===== src/rtl/onchip_mem_arbiter.sv =====
// Two-master arbiter for a single-port 32-bit on-chip RAM. Commands are registered onto the RAM port and read data is returned through a two-stage owner tag pipeline.
// Define MEM_ARB_ROUND_ROBIN_EN for round-robin arbitration; left undefined, m0 has fixed priority.
module onchip_mem_arbiter #(
    parameter int          DEPTH    = 5000,
    parameter int          AW       = 13,
    parameter logic [31:0] ERR_WORD = 32'hDEADBEEF
) (
    input  logic          clk,
    input  logic          reset,

    input  logic [AW-1:0] m0_address,
    input  logic [3:0]    m0_byteenable,
    input  logic          m0_read,
    input  logic          m0_write,
    input  logic [31:0]   m0_writedata,
    output logic          m0_waitrequest,
    output logic [31:0]   m0_readdata,
    output logic          m0_readdatavalid,

    input  logic [AW-1:0] m1_address,
    input  logic [3:0]    m1_byteenable,
    input  logic          m1_read,
    input  logic          m1_write,
    input  logic [31:0]   m1_writedata,
    output logic          m1_waitrequest,
    output logic [31:0]   m1_readdata,
    output logic          m1_readdatavalid,

    input  logic          freeze,

    output logic [AW-1:0] mem_address,
    output logic [3:0]    mem_byteenable,
    output logic          mem_chipselect,
    output logic          mem_write,
    output logic [31:0]   mem_writedata,
    output logic          mem_clken,
    input  logic [31:0]   mem_readdata,

    output logic          err_flag
);

    typedef struct packed {
        logic valid;
        logic owner;   // 0 = m0, 1 = m1
        logic oob;
    } tag_t;

    // One extra bit so DEPTH == 2**AW still fits.
    localparam logic [AW:0] DEPTH_LIMIT = (AW + 1)'(DEPTH);

    logic          m0_req;
    logic          m1_req;
    logic          gnt0;
    logic          gnt1;
    logic          any_gnt;

    logic [AW-1:0] cmd_address;
    logic [3:0]    cmd_byteenable;
    logic [31:0]   cmd_writedata;
    logic          cmd_write;
    logic          cmd_oob;

    tag_t          stage1;
    tag_t          stage2;
    logic [31:0]   ret_data;
    logic [31:0]   m0_hold;
    logic [31:0]   m1_hold;

    assign m0_req  = m0_read | m0_write;
    assign m1_req  = m1_read | m1_write;
    assign any_gnt = gnt0 | gnt1;

    // NOTE: each always_comb assigns every output a default before any branch, so no path can infer a latch.
`ifdef MEM_ARB_ROUND_ROBIN_EN
    logic prefer_m1;

    always_comb begin
        gnt0 = 1'b0;
        gnt1 = 1'b0;
        if (!freeze) begin
            if (m0_req && m1_req) begin
                gnt0 = !prefer_m1;
                gnt1 = prefer_m1;
            end else begin
                gnt0 = m0_req;
                gnt1 = m1_req;
            end
        end
    end

    // After any grant the preference passes to the master that was not served.
    always_ff @(posedge clk or posedge reset) begin
        if (reset) begin
            prefer_m1 <= 1'b0;
        end else if (any_gnt) begin
            prefer_m1 <= gnt0;
        end
    end
`else
    always_comb begin
        gnt0 = 1'b0;
        gnt1 = 1'b0;
        if (!freeze) begin
            gnt0 = m0_req;
            gnt1 = m1_req & ~m0_req;
        end
    end
`endif

    assign m0_waitrequest = m0_req & ~gnt0;
    assign m1_waitrequest = m1_req & ~gnt1;

    // Write wins when read and write are raised together.
    assign cmd_address    = gnt1 ? m1_address    : m0_address;
    assign cmd_byteenable = gnt1 ? m1_byteenable : m0_byteenable;
    assign cmd_writedata  = gnt1 ? m1_writedata  : m0_writedata;
    assign cmd_write      = gnt1 ? m1_write      : m0_write;
    assign cmd_oob        = {1'b0, cmd_address} >= DEPTH_LIMIT;

    // NOTE: registered state uses non-blocking assignments so every flop samples pre-edge values.
    always_ff @(posedge clk or posedge reset) begin
        if (reset) begin
            mem_address    <= '0;
            mem_byteenable <= '0;
            mem_writedata  <= '0;
            mem_chipselect <= 1'b0;
            mem_write      <= 1'b0;
            stage1         <= '0;
            stage2         <= '0;
            err_flag       <= 1'b0;
            m0_hold        <= '0;
            m1_hold        <= '0;
        end else begin
            // An out-of-range slot is accepted but never reaches the RAM.
            mem_chipselect <= any_gnt & ~cmd_oob;
            mem_write      <= any_gnt & cmd_write & ~cmd_oob;
            if (any_gnt) begin
                mem_address    <= cmd_address;
                mem_byteenable <= cmd_byteenable;
                mem_writedata  <= cmd_writedata;
            end

            stage1 <= '{valid: any_gnt & ~cmd_write, owner: gnt1, oob: cmd_oob};
            stage2 <= stage1;

            if (any_gnt && cmd_oob) begin
                err_flag <= 1'b1;
            end

            if (m0_readdatavalid) begin
                m0_hold <= ret_data;
            end
            if (m1_readdatavalid) begin
                m1_hold <= ret_data;
            end
        end
    end

    // RAM q is unregistered, so returned data is steered combinationally in the return cycle and held afterwards.
    assign ret_data         = stage2.oob ? ERR_WORD : mem_readdata;
    assign m0_readdatavalid = stage2.valid & ~stage2.owner;
    assign m1_readdatavalid = stage2.valid &  stage2.owner;
    assign m0_readdata      = m0_readdatavalid ? ret_data : m0_hold;
    assign m1_readdata      = m1_readdatavalid ? ret_data : m1_hold;

    assign mem_clken = 1'b1;

endmodule


===== config.mk =====
export PLATFORM = sky130hd
export DESIGN_NAME = onchip_mem_arbiter
export DESIGN_NICKNAME = d
export VERILOG_FILES = /design/src/rtl/onchip_mem_arbiter.sv
export SDC_FILE = /design/constraint.sdc
export NUM_CORES = 1
export LEC_CHECK = 0
export ABC_CLOCK_PERIOD_IN_PS = 4200
export CAP_MARGIN = 20
export CELL_PAD_IN_SITES_DETAIL_PLACEMENT = 0
export CELL_PAD_IN_SITES_GLOBAL_PLACEMENT = 1
export CORE_ASPECT_RATIO = 0.75
export CORE_MARGIN = 1.5
export CORE_UTILIZATION = 27
export CTS_BUF_LIST = sky130_fd_sc_hd__clkbuf_8
export DETAILED_ROUTE_END_ITERATION = 10
export PLACE_DENSITY_LB_ADDON = 0.05
export SLEW_MARGIN = 20
export SYNTH_ARGS = -nofsm -noshare
export SYNTH_HDL_FRONTEND = slang
export SYNTH_SLANG_ARGS = --single-unit

===== constraint.sdc =====
create_clock -name clk -period 4.2 [get_ports clk]
set_clock_uncertainty 0.05 [all_clocks]
set_input_delay 1.05 -clock clk [delete_from_list [all_inputs] [get_ports clk]]
set_output_delay 1.05 -clock clk [all_outputs]
set_load 0.005 [all_outputs]

# [After elaboration in Yosys (flattened, before gate mapping)]
# Cells that the tools add are included.
[totals] regBits=122 out_inout_bits=121 elab_cells=43 in_bits=137
[classes] n_reduce_logical=1 bitwise=18 n_mux=9 n_lt_le_gt_ge=1
[op_table] op="$mux W32" n=4
[op_table] op="$ge A13 B13 Y1 const B" n=1
[op_table] op="$mux W13" n=1
[op_table] op="$and A1 B1 Y1" n=9
[op_table] op="$not A1 Y1" n=6
[op_table] op="$mux W4" n=1
[op_table] op="$mux W1" n=3
[op_table] op="$or A1 B1 Y1" n=3
[op_table] op="$logic_and A1 B1 Y1" n=1

# [Logic depth before layout (Yosys ltp)]
[depth] ltp_word=8 depth_mapped=6 depth_no_buf=4

# [Least setup slack after synthesis]
# No wires, ideal clock.
[synth_path] kind="input to output" startpoint="input port m0_write" endpoint="output port m1_waitrequest" arrival_ns=1.939 stages=5 path_buffers=2 t_required_ns=3.100 path_slack_ns=1.161 cell_sequence="or2_1 > buf_6 > nor3_4 > buf_6 > nor2_1"
[synth_via] elab_chain_len=6
[synth_lines] element="from (decl)" line="14" rtl="input logic m0_write,"
[synth_lines] element="$or A1 B1 Y1" line="69" rtl="assign m0_req = m0_read | m0_write;"
[synth_lines] element="$not A1 Y1" line="105" rtl="gnt1 = m1_req & ~m0_req;"
[synth_lines] element="$and A1 B1 Y1" line="105"
[synth_lines] element="$mux W1" line="103" rtl="if (!freeze) begin"
[synth_lines] element="via gnt1" line="54" rtl="logic gnt1;"
[synth_lines] element="$not A1 Y1" line="111" rtl="assign m1_waitrequest = m1_req & ~gnt1;"
[synth_lines] element="$and A1 B1 Y1" line="111"
[synth_lines] element="to (decl)" line="25" rtl="output logic m1_waitrequest,"
# The timed path passes the listed nets, and every way through them passes these cells.

# [Final worst setup path]
[layout_path] startpoint="input port m0_write" endpoint="output port m1_waitrequest"
[layout_via] elab_chain_len=6
[layout_lines] element="$or A1 B1 Y1" line="69"
[layout_lines] element="$not A1 Y1" line="105"
[layout_lines] element="$and A1 B1 Y1" line="105"
[layout_lines] element="$mux W1" line="103"
[layout_lines] element="$not A1 Y1" line="111"
[layout_lines] element="$and A1 B1 Y1" line="111"
# No other way between the ends.

==> results.toml <==
[global_routing]
grtUsageMet1_pct = 21.02
grt-ovfl-total = 0
gr-max-usage-layer = "met2"
antenna_found_initial = 0
grtUsageMet3_pct = 6.312
grt_use_met2_pct = 26.50
grt_first_pass_wirelength_um = 24980
grt_max_degree = 63
grt_pass1_vias = 4613
grtUsageTotal_pct = 16.96

[route]
ant_nets = 0
dr.pass1.iters = 4
wirelength_um = 15810
initialDrtViolationCount = 154
vias = 4471
avgRoutedWirePerCell_um = 15.76
vias_per_cell = 4.458
drc = 0

[worst_setup_path]
start_kind = "primary input"
endpoint = "m1_waitrequest"
worstRegToRegCells = 3
r2r_start = "stage2[1]"
required_ps = 3100
worstPathArrival_ps = 2580
reg2reg_to = "m0_hold[16]"
cp-end-kind = "primary output"
rrSetupSlack_ps = 2540
criticalPathCategory = "primary input to primary output"
crit_path_max_fanout = 4
crit_start = "m0_write"

[die]
rows = 42
core-area_um2 = 17810
die_h_um = 120.4
die-area_um2 = 19200
ioPinCount = 258
start_util_pct = 27.85
die_x_um = 159.5

[logic_synthesis]
synth_cells = 499
yosysUniqueCellTypes = 30
yosys_warnings = 0
ys_ff_latch = 122
synthesis.area_um2 = 4961
syn_area_per_cell_um2 = 9.942
yosysSeqAreaShare_pct = 61.54
syn_nets = 636

[timing]
whs_ps = 299.8
drv_slew = 0
setup_violations = 0
rsz0062_at_grt = "false"
fin_crit_sh_pct = 87.51
finalCriticalPeriod_ps = 3676
timing.setup.tns_ps = 0
final-hold-violation-count = 0
max_slew_margin_pct = 55.64
worst_slew_pin_slew_ps = 665.4
fmax_mhz = 272.1

[flow_run]
maxCapViolCount = 0

[outcome]
status = "complete, no violations"

[cts]
cts_htree_levels = 4
clock-sinks = 122
postCtsResizedCells = 0
cts-root-buf = "clkbuf_8"
clockBufferDepth = 2
cts.clk_slew.worst_paths_ps = 70
clock_latency_ps = 430
cts_hold_buf = 0
cts_setup_buffers = 0
cts-buffers-inserted = 17
cts_tree = "done"

[cells_and_area]
area_growth_pct = 66.08
final_nets = 886
antennaDiodeCount = 0
drive_gt1_share_pct = 7.227

[placement]
dp_hpwl_um = 11530
gp_congestion = 0.7443
io_buffers = 256

[power_and_ir_drop]
powerDensity_nw_per_um2 = 424.9
p_leak_nw = 3.510
power_mw = 3.501
power.ir.vdd_worst_mv = 0.2115

[min_path]
hold_depth = 0
hold_path.class = "register to register"
## worst min path at each step
stage,start,end,slack [ps]
after floorplan,stage1[0],stage2[0],280
after global placement,stage1[1],stage2[1],290
after detailed placement,stage1[2],stage2[2],290
after CTS,stage1[2],stage2[2],310
after global routing,stage1[1],stage2[1],320
final,stage1[2],stage2[2],300
## registers in the layout, indices dropped and copies added (netlist names)
signal	cells
err_flag	1
m0_hold	32
mem_write	1
mem_chipselect	1
mem_address	13
mem_writedata	32
mem_byteenable	4
stage1	3
stage2	3
m1_hold	32
## where the power goes
part / internal (mW) / switching, mW
clock: 0.672 / 0.474
sequential: 1.37 / 0.0740
combinational: 0.545 / 0.362
## cells in the final DEF, fill, tap and decap left out, types with 2 or more instances in the layout
master,count
dfrtp_1,121
nor2_1,29
nand2_1,112
a21oi_1,3
clkinv_2,4
buf_4,11
o21ai_0,111
clkinv_4,2
nand2b_1,8
or4_1,2
bufinv_16,4
clkinvlp_4,3
clkbuf_8,19
clkdlybuf4s50_1,256
a211oi_1,2
and3_1,2
buf_12,3
a22oi_1,36
mux2i_1,12
inv_1,4
## cell type report
cell class                 instances  area [µm²]
inverter                           5       22.52
clock buffer                      19       261.5
clock inverter                    12       172.7
tap                              242       302.8
timing repair buffer             270        2705
sequential                       122        3054
fill                            1702        9575
multi-input combinational        333        1720
## synth_stat cells
cell type,count,area share (%)
inv_1,5,0.38
conb_1,1,0.076
buf_2,8,0.81
nor2_2,1,0.13
buf_1,2,0.15
a22oi_1,36,5.4
buf_4,1,0.15
or4b_4,1,0.28
a21oi_1,3,0.30
clkbuf_1,26,2.0
nand2_1,113,8.5
or4_1,2,0.30
nor3_1,1,0.10
a211oi_1,2,0.30
a21o_1,2,0.30
nor3_2,1,0.20
o21ai_0,111,11
nand2b_1,9,1.1
or2_1,1,0.13
nor3_4,1,0.33
and3_1,2,0.25
a31oi_1,1,0.13
o31ai_1,1,0.15
nor2_1,29,2.2
and2_1,1,0.13
mux2i_1,12,2.4
o21ai_1,1,0.10
buf_6,2,0.45
dfrtp_1,122,62
o22ai_4,1,0.40
## metal layers
metal,routed length (µm),part of all wire (%),vias to the layer above
met1,6896,44,2079
met4,378,2.4,0
met2,7263,46,164
li1,-,-,2203
met3,1270,8.0,25
met5,0,0,-
## cells by family after synthesis
family	Yosys count	share of synthesized area, %
AND/OR/NAND/NOR	162	13.72
AO/OA/AOI/OAI	158	18.34
flip-flops	122	61.54
buffers and inverters	44	3.909
multiplexers	12	2.421
other	1	0.07559
## per-stage QoR
stage                     area (µm²)  setup slack [ps]  util, %  instances
after floorplan                 4965              1161        -        499
after global placement          7804             522.5    43.81        972
final                           8239             524.5    46.25       1003
after CTS                       8239             490.5    46.25       1003
after detailed placement        7805             502.7    43.81        972
after global routing            8239             404.5    46.25       1003
## worst max-delay path: stages
cell and delay, ps:
clkdlybuf4s50_1 460, or2_1 320, nor3_4 200, nor2_1 60, clkdlybuf4s50_1 480
Power figures use the tool's default switching activity.
